### src/rtl/mult_div_unit.sv
// mult_div_unit: sequential signed multiply/divide, one iteration per cycle on operand magnitudes.
module mult_div_unit #(
  parameter int WIDTH = 32
) (
  input  logic             clk,
  input  logic             reset,
  input  logic             start,
  input  logic             op,
  input  logic [WIDTH-1:0] a,
  input  logic [WIDTH-1:0] b,
  output logic [WIDTH-1:0] hi,
  output logic [WIDTH-1:0] lo,
  output logic             busy,
  output logic             done,
  output logic             zero_exception
);
  typedef enum logic [1:0] {IDLE, MULT, DIV, FIN} state_t;
  localparam int CW = $clog2(WIDTH);
  localparam logic [CW-1:0] LAST = CW'(WIDTH - 1);
  state_t state_q, state_d;
  logic [CW-1:0] cnt_q, cnt_d;
  logic [WIDTH-1:0] acc_q, acc_d, q_q, q_d, m_q, m_d, hi_q, hi_d, lo_q, lo_d;
  logic neg_q, neg_d, rneg_q, rneg_d, div_q, div_d, done_q, done_d, zx_q, zx_d;
  logic [WIDTH-1:0] a_mag, b_mag, quo, rem, diff;
  logic [WIDTH:0] addend, rsh;
  logic [2*WIDTH-1:0] prod;
  logic ge;
  // acc/q form one shift register: product {acc,q} for MULT, remainder/quotient for DIV
  always_comb begin
    a_mag = a[WIDTH-1] ? -a : a;
    b_mag = b[WIDTH-1] ? -b : b;
    addend = q_q[0] ? {1'b0, acc_q} + {1'b0, m_q} : {1'b0, acc_q};
    rsh = {acc_q, q_q[WIDTH-1]};
    ge = rsh >= {1'b0, m_q};
    diff = rsh[WIDTH-1:0] - m_q;
    prod = neg_q ? -{acc_q, q_q} : {acc_q, q_q};
    quo = neg_q ? -q_q : q_q;
    rem = rneg_q ? -acc_q : acc_q;
    state_d = state_q;
    cnt_d = cnt_q;
    acc_d = acc_q;
    q_d = q_q;
    m_d = m_q;
    neg_d = neg_q;
    rneg_d = rneg_q;
    div_d = div_q;
    hi_d = hi_q;
    lo_d = lo_q;
    done_d = 1'b0;
    zx_d = 1'b0;
    case (state_q)
      IDLE: if (start) begin
        if (!op || b != '0) begin
          state_d = op ? DIV : MULT;
          cnt_d = '0;
          acc_d = '0;
          q_d = op ? a_mag : b_mag;
          m_d = op ? b_mag : a_mag;
          neg_d = a[WIDTH-1] ^ b[WIDTH-1];
          rneg_d = a[WIDTH-1];
          div_d = op;
        end else zx_d = 1'b1;
      end
      MULT: begin
        acc_d = addend[WIDTH:1];
        q_d = {addend[0], q_q[WIDTH-1:1]};
        cnt_d = cnt_q + 1'b1;
        state_d = (cnt_q == LAST) ? FIN : MULT;
      end
      DIV: begin
        acc_d = ge ? diff : rsh[WIDTH-1:0];
        q_d = {q_q[WIDTH-2:0], ge};
        cnt_d = cnt_q + 1'b1;
        state_d = (cnt_q == LAST) ? FIN : DIV;
      end
      FIN: begin
        hi_d = div_q ? rem : prod[2*WIDTH-1:WIDTH];
        lo_d = div_q ? quo : prod[WIDTH-1:0];
        done_d = 1'b1;
        state_d = IDLE;
      end
      default: state_d = IDLE;
    endcase
  end
  always_ff @(posedge clk) begin
    if (!reset) begin
      state_q <= IDLE;
      cnt_q <= '0;
      acc_q <= '0;
      q_q <= '0;
      m_q <= '0;
      neg_q <= 1'b0;
      rneg_q <= 1'b0;
      div_q <= 1'b0;
      hi_q <= '0;
      lo_q <= '0;
      done_q <= 1'b0;
      zx_q <= 1'b0;
    end else begin
      state_q <= state_d;
      cnt_q <= cnt_d;
      acc_q <= acc_d;
      q_q <= q_d;
      m_q <= m_d;
      neg_q <= neg_d;
      rneg_q <= rneg_d;
      div_q <= div_d;
      hi_q <= hi_d;
      lo_q <= lo_d;
      done_q <= done_d;
      zx_q <= zx_d;
    end
  end
  assign hi = hi_q;
  assign lo = lo_q;
  assign busy = state_q != IDLE;
  assign done = done_q;
  assign zero_exception = zx_q;
endmodule

### config.mk
export PLATFORM = sky130hd
export DESIGN_NAME = mult_div_unit
export DESIGN_NICKNAME = d
export VERILOG_FILES = /design/src/rtl/mult_div_unit.sv
export SDC_FILE = /design/constraint.sdc
export NUM_CORES = 1
export LEC_CHECK = 0
export BUFFER_PORTS_ARGS = -buffer_cell sky130_fd_sc_hd__buf_2
export CORE_MARGIN = 2
export CORE_UTILIZATION = 63
export DETAILED_ROUTE_END_ITERATION = 8
export PLACE_DENSITY = 0.81
export SLEW_MARGIN = 20
export SYNTH_ARGS = -nofsm -noshare
export SYNTH_HDL_FRONTEND = slang
export SYNTH_SLANG_ARGS = --single-unit
### constraint.sdc
create_clock -name clk -period 8.6 [get_ports clk]
set_input_delay 1.29 -clock clk [delete_from_list [all_inputs] [get_ports clk]]
set_output_delay 1.29 -clock clk [all_outputs]
set_load 0.02 [all_outputs]
==> implementation parameters, run 1 <==
Parameter                              Value

Timing
  Setup TNS ... 0 ns
  Worst-margin pin slew ... 1.05 ns
  Final-report hold violation count ... 0
  Fin crit period ... 4.68 ns
  PnR worst setup slack ... 3.92 ns
  Clock tree skew after final layout ... 0.0134 ns
  Final Slew Violations ... 0
  Maximum clock rate ... 0.214 GHz
  Relative slew margins ... 30.1%
  Setup repair after global routing missed its margin ... false
  Post-route clock period utilization ... 54.4%
  Number of failing setup endpoints in the final timing report ... 0

Power and ir drop
  Sequential Power Share ... 27.3%
  Power density over the cells ... 274 nW/µm²
  Part of the total power dissipated in combinational logic ... 53.5%
  Clock group share of total power ... 19.2%
  Peak VDD IR ... 0.000172 V
  Switching share of total power ... 49.7%
  Leakage power ... 6.46 nW
  Pint ... 0.00216 W
  Power spent charging and discharging nets ... 0.00214 W

Layout
  Core occupancy in the finished layout ... 69.4%
  Area growth, synth to finish ... 8.80%
  Post-Layout Cell Count ... 2290
  Final net count ... 2136
  Fraction of layout cells with a size suffix above 1 ... 10.9%
  Antenna diodes ... 0

Synthesis
  Number of unique standard cell types used by synthesis ... 78
  List of most frequent post-synthesis cells ... nor2_1, nand2_1, a21oi_1, dfxtp_1, o21ai_0
  Library cell with the highest instance count after synthesis ... nor2_1
  Cell type with the largest total area after synthesis ... dfxtp_1
  Fraction of post-synthesis cell area in the top cell type by area ... 23.9%
  Mapped Avg Cell Area ... 7.33 µm²
  #FFs+latches synth ... 172
  Number of flops mapped to enable cells by yosys ... 0
  Post-Syn Area ... 14400 µm²
  Synth Flop Type ... dfxtp_1
  Net count of the mapped netlist ... 2109
  Fraction of registers with async set or reset after synthesis ... 0%
  Yosys warning total ... 0
  Sequential area share after synthesis ... 23.9%
  Ranking of synthesized cells by area ... dfxtp_1, ha_1, a21oi_1
  Number of standard cells after synthesis ... 1965

Worst setup path
  Critical-path cell list ... buf_2, or4_1, or4_1, o41ai_4, a21oi_2, nand2_1, nor2_1, a222oi_1, o21ai_0
  Dominant cell type by count on the critical path ... or4_1
  Cell class contributing the biggest share of worst-path delay ... simple AND/OR/NAND/NOR gates
  Buf+Inv Stages, Crit Path ... 1
  Type of the worst setup path ... in2reg
  Largest fanout on the critical path ... 17
  Crit path required time ... 8.91 ns
  Max stage delay cell, worst path ... or4_1
  Data arrival time of the critical path ... 4.99 ns
  Stage delay of the slowest cell on the critical path ... 0.69 ns
  CP startpoint kind ... primary input
  Kind of capture point of the worst setup path ... flip-flop

Global route
  Largest net degree at the start of global routing ... 124
  Antenna violations before repair ... 0
  Via count of the first global-routing pass ... 13.8k
  Overflow left after global routing ... 0
  Aggregate global-route resource usage ... 38.4%
  Wire length of the first global-routing pass ... 73600 µm

Clock network
  Setup Buffers After CTS ... 0
  Clock buffer count from CTS ... 17
  Hold Buf Count CTS ... 0
  Worst-case clock buffer depth ... 2
  Worst-Skew Late Latency ... 0.45 ns
  Clock net sink count ... 172
  H-Tree Level Count ... 4
  Number of gates resized after CTS ... 0
  TritonCTS clock tree ... done
  Library cell used as clock root buffer ... clkbuf_16
  Clock transition at the registers of the reported paths ... 0.08 ns

Job
  Number of max-cap violations ... 0

Place
  Half-perimeter wire length of the detailed placement result ... 35200 µm
  Count of buffers from port buffering ... 134
  Final weighted congestion in routability-driven placement ... 0.987
  Count of placed standard cells including taps ... 2258
  Setup WS pre-CTS ... 3.55 ns

Drt
  DRC violation total after the first TritonRoute iteration ... 1643
  First-pass iteration count of the detailed router ... 6
  Vias per Instance ... 6.61
  Total length of routed wires ... 47400 µm
  Residual DRC ... 0
  Per-cell routed wire length ... 20.7 µm
  Vias after detailed routing ... 15.1k
  Count of antenna-violating nets left after detailed routing ... 0

Die
  Die extent in x ... 155 µm
  Die Outline Area ... 24100 µm²
  I/O pin total ... 135
  Vert. Die Dim ... 155 µm
  Starting Density ... 63.8%
  Number of rows created at floorplan ... 55
  Area of the core ... 22600 µm²

Status
  Outcome ... completed

Worst hold path
  Class of the tightest hold or removal check ... reg2reg
==> state kept, by name, indices dropped and copies added (netlist names) <==
register / count
m_q: 32
rneg_q: 1
lo: 32
hi: 32
done: 1
neg_q: 1
cnt_q: 5
state_q: 2
acc_q: 32
q_q: 32
div_q: 1
zero_exception: 1
==> power by group through the flow <==
stage / Clock (W) / Combinational [W] / Sequential, W
floorplan: 0 / 0.00168 / 0.00114
global placement: 0 / 0.00219 / 0.00117
detailed placement: 0 / 0.00224 / 0.00118
global route: 0.000856 / 0.00252 / 0.00119
CTS: 0.000824 / 0.00225 / 0.00116
finish: 0.000824 / 0.00230 / 0.00117
==> worst reg2reg max path: cells and delay by family (launching register included) <==
family	cells	cell delay (ns)
DFF	1	0.52
adders and majority gates	1	0.37
buffers and inverters	3	0.85
and+or+nand+nor	4	1.77
AOI/OAI and AO/OA	3	0.67
==> path summary, 6_finish.rpt <==
check | start | to | slack, ns | cells past startpoint
max | b[12] | acc_q[12] | 3.92 | 9
min | lo[22] | lo[22] | 0.48 | 2
max reg2reg | q_q[31] | acc_q[31] | 4.35 | 11
min reg2reg | lo[22] | lo[22] | 0.48 | 2
==> logic make-up (layout without fill, tap and decap cells) <==
family,Yosys count,in the layout,synth area share (%)
buffers and inverters,206,246,5.51
XOR/XNOR,169,169,10.3
AND/OR/NAND/NOR,653,653,21.2
AO/OA/AOI/OAI,640,640,29.0
adder cells (fa/ha/maj),76,76,6.71
flip-flops,172,172,23.9
multiplexers,49,49,3.43
==> stage by stage <==
stage	hold slack [ns]	instance area, µm²	power [W]
3_3_place_gp	0.458	15000	0.00337
5_1_grt	0.506	15700	0.00457
4_1_cts	0.486	15700	0.00424
3_5_place_dp	0.474	15000	0.00341
2_1_floorplan	0.449	14400	0.00282
6_report	0.484	15700	0.00430
==> placed cells by master (no fill, tap or decap), types with 16 or more instances in the layout <==
cell | netlist | routed
xnor2_1 | 97 | 97
nand2_1 | 191 | 191
and2_1 | 16 | 16
dfxtp_1 | 172 | 172
a211oi_1 | 60 | 60
nand3_1 | 38 | 38
inv_1 | 62 | 61
nor4_1 | 16 | 16
nor2_1 | 222 | 221
o211ai_1 | 30 | 30
ha_1 | 74 | 72
buf_2 | 9 | 134
buf_4 | 0 | 16
a22o_1 | 19 | 19
a22oi_1 | 22 | 22
a21o_1 | 27 | 27
nor3_1 | 42 | 42
and3_1 | 16 | 16
o41ai_1 | 27 | 27
or3_1 | 22 | 22
xor2_1 | 72 | 72
o21ai_0 | 143 | 143
mux2i_1 | 46 | 46
o31ai_1 | 28 | 28
clkbuf_16 | 0 | 17
a21oi_1 | 178 | 178
==> routing by layer <==
metal / share of wire (%) / global-route usage [%]
met5: 0 / 0
met4: 4.1 / 16.0
met3: 8.9 / 5.71
met2: 45 / 62.2
met1: 42 / 51.5
==> layout make-up <==
type | count | area, µm²
multi-input cells | 1587 | 10200
fillers | 2009 | 6900
flip-flops and latches | 172 | 3440
repair buffers | 151 | 802
clock buffers | 17 | 425
well taps | 285 | 357
inverters | 63 | 236
clock inverters | 15 | 205
Power figures use the tool's default switching activity.
==> inputs of run 2 (changes only) <==
CORE_UTILIZATION = 55   (was 63)
PLACE_DENSITY = 0.75   (was 0.81)
clock period = 4.3 ns   (was 8.6 ns; I/O delays follow)
==> run 2 against run 1 <==
Register-to-register slack got worse by 3.8 ns. Flip-flop and latch count unchanged. First-iteration DRC count is 5.3% lower. Critical path type is now reg2reg. Highest routed layer is now met5.
==> implementation parameters, run 2 (synthesized netlist as in run 1, its figures left out) <==
Parameter                              Value

Timing
  Setup TNS ... 0 ns (unchanged)
  PnR worst setup slack ... 0.593 ns (was 3.92 ns)
  Worst-margin pin slew ... 1.07 ns (was 1.05 ns)
  Setup repair after global routing missed its margin ... false (unchanged)
  Post-route clock period utilization ... 86.2%
  Maximum clock rate ... 0.270 GHz
  Relative slew margins ... 28.6% (was 30.1%)
  Number of failing setup endpoints in the final timing report ... 0 (unchanged)
  Clock tree skew after final layout ... 0.0263 ns (was 0.0134 ns)
  Final Slew Violations ... 0 (unchanged)
  Fin crit period ... 3.71 ns
  Final-report hold violation count ... 0 (unchanged)

Worst setup path
  Stage delay of the slowest cell on the critical path ... 0.50 ns (was 0.69 ns)
  Data arrival time of the critical path ... 4.03 ns (was 4.99 ns)
  CP startpoint kind ... flip-flop (was primary input)
  Max stage delay cell, worst path ... dfxtp_1 (was or4_1)
  Flop2flop setup slack ... 0.59 ns (was 4.35 ns)
  Type of the worst setup path ... reg2reg (was in2reg)
  Critical-path cell list ... ha_1, o21ai_0, a21oi_1, buf_4, o31ai_1, o211ai_1, a221oi_4, buf_4, o21ai_0, a222oi_1, o21ai_0 (was buf_2, or4_1, or4_1, o41ai_4, a21oi_2, nand2_1, nor2_1, a222oi_1, o21ai_0)
  Dominant cell type by count on the critical path ... o21ai_0 (was or4_1)
  R2R cell count ... 11 (unchanged)
  Largest fanout on the critical path ... 34 (was 17)
  Kind of capture point of the worst setup path ... flip-flop (unchanged)
  Crit path required time ... 4.62 ns (was 8.91 ns)

Layout
  Fraction of layout cells with a size suffix above 1 ... 12.2% (was 10.9%)
  Core occupancy in the finished layout ... 61.6% (was 69.4%)
  Area growth, synth to finish ... 10.9% (was 8.80%)
  Most common library cell in the layout ignoring fill and taps ... nor2_1 (unchanged)
  Top library cells by usage in the layout, fill and taps aside ... nor2_1, nand2_1, a21oi_1, dfxtp_1, o21ai_0 (unchanged)
  Post-Layout Cell Count ... 2371 (was 2290)
  Filler cells ... 2381 (was 2009)
  Final net count ... 2167 (was 2136)
  Antenna diodes ... 0 (unchanged)

Drt
  Per-cell routed wire length ... 21.1 µm (was 20.7 µm)
  Vias per Instance ... 6.49 (was 6.61)
  Residual DRC ... 0 (unchanged)
  Count of antenna-violating nets left after detailed routing ... 0 (unchanged)
  Total length of routed wires ... 50100 µm (was 47400 µm)
  First-pass iteration count of the detailed router ... 7 (was 6)
  Vias after detailed routing ... 15.4k (was 15.1k)
  DRC violation total after the first TritonRoute iteration ... 1556 (was 1643)

Power and ir drop
  Peak VDD IR ... 0.000386 V (was 0.000172 V)
  Overall power ... 0.00876 W (was 0.00430 W)
  Power density over the cells ... 549 nW/µm² (was 274 nW/µm²)
  Leakage power ... 6.62 nW (was 6.46 nW)

Die
  Die Outline Area ... 27500 µm² (was 24100 µm²)
  Starting Density ... 55.6% (was 63.8%)
  Number of rows created at floorplan ... 59 (was 55)
  Vert. Die Dim ... 166 µm (was 155 µm)
  Die extent in x ... 166 µm (was 155 µm)
  Area of the core ... 25900 µm² (was 22600 µm²)
  I/O pin total ... 135 (unchanged)

Clock network
  Setup Buffers After CTS ... 0 (unchanged)
  TritonCTS clock tree ... done (unchanged)
  Worst-Skew Late Latency ... 0.45 ns (about the same)
  Clock buffer count from CTS ... 17 (unchanged)
  H-Tree Level Count ... 4 (unchanged)
  Library cell used as clock root buffer ... clkbuf_16 (unchanged)
  Worst-case clock buffer depth ... 2 (unchanged)
  Clock net sink count ... 172 (unchanged)
  Clock transition at the registers of the reported paths ... 0.09 ns (was 0.08 ns)
  Number of gates resized after CTS ... 0 (unchanged)
  Hold Buf Count CTS ... 0 (unchanged)

Job
  Number of max-cap violations ... 0 (unchanged)

Place
  Half-perimeter wire length of the detailed placement result ... 38100 µm (was 35200 µm)
  Final weighted congestion in routability-driven placement ... 0.996 (was 0.987)
  Count of placed standard cells including taps ... 2339 (was 2258)
  Count of buffers from port buffering ... 134 (unchanged)
  Setup WS pre-CTS ... 0.512 ns (was 3.55 ns)

Worst hold path
  Number of cells on the worst hold path ... 2 (unchanged)
  Class of the tightest hold or removal check ... reg2reg (unchanged)

Global route
  Wire length of the first global-routing pass ... 77800 µm (was 73600 µm)
  Aggregate global-route resource usage ... 35.0% (was 38.4%)
  Antenna violations before repair ... 1 (was 0)
  Via count of the first global-routing pass ... 14.0k (was 13.8k)
  Largest net degree at the start of global routing ... 101 (was 124)
  Overflow left after global routing ... 0 (unchanged)

Status
  Outcome ... completed (unchanged)
[run 2: routing by layer]
metal	wire length [µm]	vias up	share of wire (%)	global-route usage, %
li1	-	7256	-	-
met1	21500	7256	43	48.3
met2	22400	752	45	55.0
met3	4630	115	9.2	6.96
met4	1590	2	3.2	11.5
met5	13	-	0.026	0
[run 2: final timing paths]
check | startpoint | end
min reg2reg | lo[12] | lo[12]
min | lo[12] | lo[12]
max reg2reg | acc_q[1] | acc_q[15]
max | acc_q[1] | acc_q[15]
[run 2: area by class of cell]
class	count	area [µm²]	area share, %
Clock buffer	17	425	2.66
Sequential cell	172	3440	21.6
Inverter	63	236	1.48
Timing Repair Buffer	182	1040	6.53
Multi-Input combinational cell	1587	10200	63.8
Clock inverter	15	206	1.29
Tap cell	335	419	2.62
[run 2: critical path, delay by kind of cell, from the launching register on]
family                   cells  cell delay (ns)
adder cells (fa/ha/maj)      1             0.35
flip-flops                   1             0.50
AO/OA/AOI/OAI                8             2.15
buffers and inverters        2             0.59
[run 2: report_power, final]
part           switching [W]  internal, W  leakage [nW]
sequential          0.000438      0.00191          1.40
combinational        0.00307      0.00167          4.92
clock               0.000861     0.000812         0.304
[run 2: stage by stage]
stage / cell area (µm²) / hold slack [ns]
after global placement: 15300 / 0.466
after global routing: 16000 / 0.510
after CTS: 16000 / 0.486
after floorplan: 14400 / 0.449
after detailed placement: 15300 / 0.474
final: 16000 / 0.483
